File: src/rtl/game_state_ctrl.sv
// -----------------------------------------------------------------------------
// game_state_ctrl
//
// Game-flow controller. Sequences MENU -> PLAY -> WON/LOST -> MENU from the
// start button, the collision flag and the elapsed game time reported by the
// shape/position counter. It drives that counter's level-control inputs and
// keeps a per-level score of completed obstacle passes.
//
// Ports
//   clk                  in   game-tick clock, shared with the counter
//   reset                in   synchronous, active-low reset
//   start_btn            in   start/continue button (level, synchronised)
//   collision            in   player/obstacle overlap flag (level)
//   obj_position_counter in   obstacle position 0,10,...,690 then wraps
//   game_time            in   elapsed PLAY ticks (only [TIME_W-1:0] used)
//   menuScreen           out  high in MENU
//   playerWon            out  high in WON
//   playerLost           out  high in LOST
//   score                out  obstacle passes in the current/last level
//   state_o              out  encoded state: MENU=0 PLAY=1 WON=2 LOST=3
// -----------------------------------------------------------------------------
module game_state_ctrl #(
    parameter int TIME_W      = 32,
    parameter int WIN_TIME    = 600,
    parameter int RESULT_HOLD = 180,
    parameter int SCORE_W     = 8
) (
    input  logic               clk,
    input  logic               reset,
    input  logic               start_btn,
    input  logic               collision,
    input  logic [9:0]         obj_position_counter,
    input  logic [1023:0]      game_time,
    output logic               menuScreen,
    output logic               playerWon,
    output logic               playerLost,
    output logic [SCORE_W-1:0] score,
    output logic [1:0]         state_o
);

    typedef enum logic [1:0] {
        ST_MENU = 2'd0,
        ST_PLAY = 2'd1,
        ST_WON  = 2'd2,
        ST_LOST = 2'd3
    } state_t;

    localparam int                  HOLD_W    = (RESULT_HOLD > 1) ? $clog2(RESULT_HOLD) : 1;
    localparam logic [HOLD_W-1:0]   HOLD_LAST = HOLD_W'(RESULT_HOLD - 1);
    localparam logic [TIME_W-1:0]   WIN_LIM   = TIME_W'(WIN_TIME);
    localparam logic [SCORE_W-1:0]  SCORE_MAX = '1;

    state_t               r_state;
    state_t               w_next_state;
    logic                 r_menu;
    logic                 r_won;
    logic                 r_lost;
    logic                 w_menu_d;
    logic                 w_won_d;
    logic                 w_lost_d;
    logic                 r_start_q;
    logic [9:0]           r_pos_q;
    logic [HOLD_W-1:0]    r_hold_cnt;
    logic [SCORE_W-1:0]   r_score;

    logic                 w_start_rise;
    logic                 w_wrap;
    logic                 w_win;
    logic                 w_in_result;

    // Upper game_time bits are carried by the counter but never compared.
    generate
        if (TIME_W < 1024) begin : g_time_hi
            logic w_unused_time_hi;
            assign w_unused_time_hi = ^game_time[1023:TIME_W];
        end
    endgenerate

    // A held button produces exactly one rise; start_q clears on reset, so a
    // button already held at reset release still counts once.
    assign w_start_rise = start_btn & ~r_start_q;
    // Counter wrapped back to 0 on the previous edge.
    assign w_wrap       = (obj_position_counter == 10'd0) && (r_pos_q != 10'd0);
    assign w_win        = (game_time[TIME_W-1:0] >= WIN_LIM);
    assign w_in_result  = (r_state == ST_WON) || (r_state == ST_LOST);

    // ---------------- next-state logic ----------------
    always_comb begin
        // NOTE: default assignment first so every path drives the signal and
        // no latch is inferred.
        w_next_state = r_state;
        case (r_state)
            ST_MENU: begin
                if (w_start_rise) w_next_state = ST_PLAY;
            end
            ST_PLAY: begin
                // Collision outranks a simultaneous win.
                if (collision)  w_next_state = ST_LOST;
                else if (w_win) w_next_state = ST_WON;
            end
            ST_WON, ST_LOST: begin
                if ((r_hold_cnt == HOLD_LAST) || w_start_rise) w_next_state = ST_MENU;
            end
            default: w_next_state = ST_MENU;
        endcase
    end

    // ---------------- output decode (registered below) ----------------
    always_comb begin
        w_menu_d = (w_next_state == ST_MENU);
        w_won_d  = (w_next_state == ST_WON);
        w_lost_d = (w_next_state == ST_LOST);
    end

    // ---------------- state and output registers ----------------
    always_ff @(posedge clk) begin
        // NOTE: non-blocking assignments so every register samples pre-edge
        // values regardless of statement order.
        if (!reset) begin
            r_state <= ST_MENU;
            r_menu  <= 1'b1;
            r_won   <= 1'b0;
            r_lost  <= 1'b0;
        end else begin
            r_state <= w_next_state;
            r_menu  <= w_menu_d;
            r_won   <= w_won_d;
            r_lost  <= w_lost_d;
        end
    end

    // ---------------- edge detect, hold timer, score ----------------
    always_ff @(posedge clk) begin
        if (!reset) begin
            r_start_q  <= 1'b0;
            r_pos_q    <= '0;
            r_hold_cnt <= '0;
            r_score    <= '0;
        end else begin
            r_start_q <= start_btn;
            r_pos_q   <= obj_position_counter;

            // Outside WON/LOST the timer sits at 0, so it reads 0 on entry.
            if (w_in_result) r_hold_cnt <= r_hold_cnt + 1'b1;
            else             r_hold_cnt <= '0;

            // A wrap seen on the PLAY exit edge still counts.
            if ((r_state == ST_MENU) && (w_next_state == ST_PLAY))
                r_score <= '0;
            else if ((r_state == ST_PLAY) && w_wrap && (r_score != SCORE_MAX))
                r_score <= r_score + 1'b1;
        end
    end

    assign menuScreen = r_menu;
    assign playerWon  = r_won;
    assign playerLost = r_lost;
    assign score      = r_score;
    assign state_o    = r_state;

endmodule

File: config.mk
export PLATFORM = sky130hd
export DESIGN_NAME = game_state_ctrl
export DESIGN_NICKNAME = d
export VERILOG_FILES = /design/src/rtl/game_state_ctrl.sv
export SDC_FILE = /design/constraint.sdc
export NUM_CORES = 1
export LEC_CHECK = 0
export CAP_MARGIN = 20
export CELL_PAD_IN_SITES_DETAIL_PLACEMENT = 0
export CELL_PAD_IN_SITES_GLOBAL_PLACEMENT = 1
export CORE_AREA = 4 4 409 411
export DETAILED_ROUTE_END_ITERATION = 6
export DIE_AREA = 0 0 413 415
export HOLD_SLACK_MARGIN = 0.06
export PLACE_DENSITY_LB_ADDON = 0.1
export SLEW_MARGIN = 30
export SYNTH_ARGS = -nofsm -noshare
export SYNTH_HDL_FRONTEND = slang
export SYNTH_SLANG_ARGS = --single-unit
File: constraint.sdc
create_clock -name clk -period 3 [get_ports clk]
set_input_delay 0.75 -clock clk [delete_from_list [all_inputs] [get_ports clk]]
set_output_delay 0.75 -clock clk [all_outputs]
set_load 0.005 [all_outputs]
# Yosys cells after proc, flatten, opt, wreduce, memory -nomap -nowiden
# Cells that the tools add are included.
# totals
regBits	32
latchBits	0
ram_bits	0
rom_bits	0
output_inout_bits	13
mem_count	0
# classes
addsub	2
mul	0
div	0
order_cmp	1
n_eq_ne	8
shift	0
muxes	5
bitwise	3
reduce_logical	13
# ops
cell	count
32-bit by 10-bit greater-or-equal comparator with 1-bit output (second input constant)	1
8-bit by 1-bit adder with 8-bit output (second input constant)	2
10-bit zero test	1
10-bit nonzero test	1
2-bit equality test (second input constant)	4
8-bit equality test (second input constant)	1
2-bit two-way mux	4
8-bit inequality test (second input constant)	1
2-bit one-hot mux with 3 select lines	1
2-bit by 1-bit equality test with 1-bit output (second input constant)	2
1-bit logical AND	4
2-bit zero test	2
2-bit OR reduction	2
1-bit logical OR	2
1-bit inverter	2
2-bit AND reduction	1
1-bit bitwise AND	1

# Depth between registers and ports, before layout
# logic_depth
ltp_word	8
ltp_mapped	6

# Least setup slack after synthesis
# No wires, ideal clock.
# synth_path
kind	input-to-reg
start	input obj_position_counter[7]
end	register r_score[7], in the netlist score[7]
arrival_ns	1.887
required_ns	2.881
setup_slack_ns	0.994
stages	5
n_path_buf	0
cell_sequence	nor4_1 nand4_1 nor3_2 nand3_1 mux2i_1
# synth_between
elab_chain_cells	4
# synth_lines
element	line_no	text
from (decl)	32	input logic [9:0] obj_position_counter,
10-bit zero test	83	assign w_wrap = (obj_position_counter == 10'd0) && (r_pos_q != 10'd0);
1-bit logical AND	83	
1-bit logical AND (2 in series)	150	else if ((r_state == ST_PLAY) && w_wrap && (r_score != SCORE_MAX))
to (signal assigned)	151	r_score <= r_score + 1'b1;
to (decl)	64	logic [SCORE_W-1:0] r_score;
# Every way passes these cells.
# A chain may end at the register's enable or synchronous reset.

# Final worst setup path
# layout_path
start	input obj_position_counter[7]
end	register r_score[6], in the netlist score[6]
# The elaborated chain is that of the path after synthesis.

==> results.txt <==
Peak supply drop -> 0.1722 mV
CTS clock-pin slew for the worst setup and hold paths -> 0.06 ns
Mapped Area -> 1360 um^2
Setup-failing EPs final -> 0
Post-layout net count -> 1256
Final Hold Viols -> 0
CP endpoint kind -> flop
Kind of cell adding the most delay to the critical path -> buffers and inverters
Post-DP HPWL -> 5.953 mm
Max-cap violations -> 0
I/O pin cnt -> 1051
Cells after Synth -> 147
Worst Setup EP -> score[6]
R2R depth -> 6
# H-tree levels -> 2
Worst setup startpoint -> obj_position_counter[7]
Sink Count -> 32
Reg2reg setup slack -> 1.03 ns
Worst r2r src -> r_pos_q[5]
Synth Register Bits -> 32
Share of cells above drive strength 1 -> 9.217%
Crit path launch type -> input pin
Number of remaining DRC errors -> 0
CP arrival -> 2.75 ns
Total GRT Usage -> 0.8513%
Synth unique cells -> 39
Routed vias/inst -> 0.5592
Port Buffers -> 55
Period utilisation layout -> 85.27%
Pre-antenna DRT Iters -> 6
Clock Skews -> 0.003084 ns
Worst setup margin -> 0.4418 ns
Buf+Inv Stages, Crit Path -> 4
Average cell area after synthesis -> 9.252 um^2
Initial drt markers -> 29
First-pass GRT wire length -> 10.58 mm
F_max -> 390.9 MHz
Site Rows -> 149
Hold-fix buffers, CTS -> 0
Worst path max stage delay -> 0.44 ns
Post-layout min period -> 2.558 ns
Most frequent CP cell -> buf_4
Outcome -> finished, final reports clean
Final Max Slew Viols -> 0
Dpl cells -> 2398
Critical path class -> input pin to flop
Worst-path cell chain -> clkdlybuf4s50_1 -> nor4_1 -> buf_4 -> nand4_1 -> buf_4 -> nor4_1 -> buf_4 -> mux2i_1 -> nor2_1
Final wirelength -> 7.066 mm
Hold/Removal Path Class -> flop to flop
Congestion Overflow GR -> 0
Initial antenna violation count -> 2
RSZ-0062 raised after global routing -> false
CTS resizes -> 0
Vias in the first global route -> 1507
Final Non-Filler Cells -> 2407
Via count -> 1346
Worst Path Required -> 3.19 ns
Num CTS Buffers -> 5
Reg2Reg Capture Point -> score[3]
WL/cell -> 2.936 um
Worst Path Max Fanout -> 5
Initial Util -> 0.8290%
GPL Wtd Cong -> 0.5513
Area grow syn2layout -> 256.9%
Final hold slack -> 0.4767 ns
Die Wd -> 413 um
Die ar. -> 171400 um^2
CTS tree -> built
Post-Place Worst Slack -> 0.04702 ns
CTS Buffer Depth -> 2
CORE AREA -> 164100 um^2
Die height -> 415 um
Post-synthesis sequential area ratio -> 47.10%
Worst Max-Slew Pin Slew -> 0.5023 ns
Ys Warns -> 0
Largest net degree at the start of global routing -> 17
Clk_lat worst skew -> 0.29 ns
Slowest cell on crit path -> clkdlybuf4s50_1
Root buf cell -> clkbuf_16
Pwr Density -> 232.7 nW/um^2
Post-synth net total -> 1187
Setup repair bufs after CTS -> 0
Slew HR -> 66.26%
Final setup TNS -> 0 ns
Routed Antenna Nets -> 0
Levels on crit path -> 9
Pleak -> 0.7935 nW
kinds of logic after synthesis:
group	synth area share, %
muxes	1.472
buffers and inverters	2.207
DFF	47.10
xor gates and xnor gates	4.508
AOI/OAI and AO/OA	11.59
adders and majority gates	1.840
and+or+nand+nor	31.28
where the power goes:
part,leakage [nW],switching [mW],internal (mW)
clock network,0.0766,0.228,0.328
logic,0.455,0.0471,0.0777
registers,0.262,0.0100,0.439
total,0.794,0.285,0.844
worst min path at each step:
| stage | startpoint | endpoint | slack (ns) | cells after the start |
|---|---|---|---|---|
| after global placement | r_hold_cnt[0] | r_hold_cnt[0] | 0.47 | 1 |
| after floorplan | r_hold_cnt[0] | r_hold_cnt[0] | 0.43 | 1 |
| after CTS | r_hold_cnt[0] | r_hold_cnt[0] | 0.49 | 1 |
| final | r_hold_cnt[0] | r_hold_cnt[0] | 0.48 | 1 |
| after detailed placement | r_hold_cnt[0] | r_hold_cnt[0] | 0.47 | 1 |
| after global routing | r_hold_cnt[0] | r_hold_cnt[0] | 0.52 | 1 |
sequential cells by signal, summed over array words and instances, names as in the netlist:
register and count:
state_o 2, playerLost 1, r_hold_cnt 8, score 8, r_pos_q 10, menuScreen 1, playerWon 1, r_start_q 1
synthesized netlist by cell type:
| cell type | count | share of area (%) |
|---|---|---|
| a211o_1 | 1 | 0.64 |
| nor4_4 | 1 | 1.6 |
| a21oi_1 | 4 | 1.5 |
| or4b_1 | 1 | 0.74 |
| o21ai_0 | 5 | 1.8 |
| a311oi_1 | 1 | 0.64 |
| nor3_2 | 1 | 0.74 |
| dfxtp_1 | 32 | 47 |
| and3_1 | 3 | 1.4 |
| o31ai_1 | 1 | 0.55 |
| o311ai_0 | 1 | 0.64 |
| clkbuf_1 | 1 | 0.28 |
| o31a_1 | 1 | 0.64 |
| nand2b_1 | 4 | 1.8 |
| xnor2_1 | 4 | 2.6 |
| nor4_1 | 7 | 3.2 |
| or4_1 | 2 | 1.1 |
| nor3_1 | 2 | 0.74 |
| a21o_1 | 1 | 0.55 |
| nor2b_1 | 2 | 0.92 |
| o41ai_1 | 1 | 0.64 |
| and2b_1 | 1 | 0.55 |
| nand3_1 | 10 | 3.7 |
| nand2_1 | 10 | 2.8 |
| and2_1 | 11 | 5.1 |
| o2bb2ai_1 | 1 | 0.64 |
| xor2_1 | 3 | 1.9 |
| a211oi_1 | 2 | 1.1 |
| or4_4 | 1 | 0.83 |
| mux2i_1 | 2 | 1.5 |
| or3_1 | 2 | 0.92 |
| nand4_1 | 3 | 1.4 |
| nor2_1 | 14 | 3.9 |
| a31oi_1 | 2 | 0.92 |
| o211a_1 | 1 | 0.74 |
| buf_6 | 1 | 0.83 |
| ha_1 | 2 | 1.8 |
| o21a_1 | 1 | 0.55 |
| inv_1 | 4 | 1.1 |
layout make-up:
type / count / area, um^2
fillers: 19686 / 159200
flip-flops and latches: 32 / 640.6
repair buffers: 64 / 618.1
clock buffers: 6 / 138.9
multi-input cells: 109 / 689.4
clock inverters: 2 / 10.01
well taps: 2189 / 2739
inverters: 4 / 15.01
diodes: 1 / 2.502
routing by layer:
metal | wire [um] | GRT usage (%) | vias to the layer above
met5 | 0 | 0 | -
met4 | 123 | 0.3230 | 0
met3 | 951 | 0.5832 | 7
met2 | 2848 | 1.214 | 63
met1 | 3143 | 0.9910 | 607
li1 | - | - | 669
placed cells by master, fill, tap and decap left out, types with 2 or more instances in the layout:
master           Yosys  routed
and3_1               3       3
nand3_1             10      10
nand2_1             10      10
nor3_1               2       2
mux2i_1              2       2
or3_1                2       2
dfxtp_1             32      32
xnor2_1              4       4
or4_1                2       2
clkinv_2             0       2
o21ai_0              5       5
xor2_1               3       3
ha_1                 2       2
inv_1                4       4
nor2_1              14      14
nand4_1              3       3
nor4_1               7       7
nor2b_1              2       2
and2_1              11      11
clkbuf_16            0       5
a211oi_1             2       2
a31oi_1              2       2
clkdlybuf4s50_1      0      55
buf_4                0       9
nand2b_1             4       4
a21oi_1              4       4
through the flow:
stage | cell area, um^2 | util (%) | power (mW)
after detailed placement | 4702 | 2.866 | 0.5885
after global routing | 4851 | 2.957 | 1.197
after floorplan | 1360 | - | 0.4917
after global placement | 4702 | 2.866 | 0.5927
final | 4853 | 2.958 | 1.129
after CTS | 4851 | 2.957 | 1.184
No activity file was read; power rests on OpenSTA's default activity.
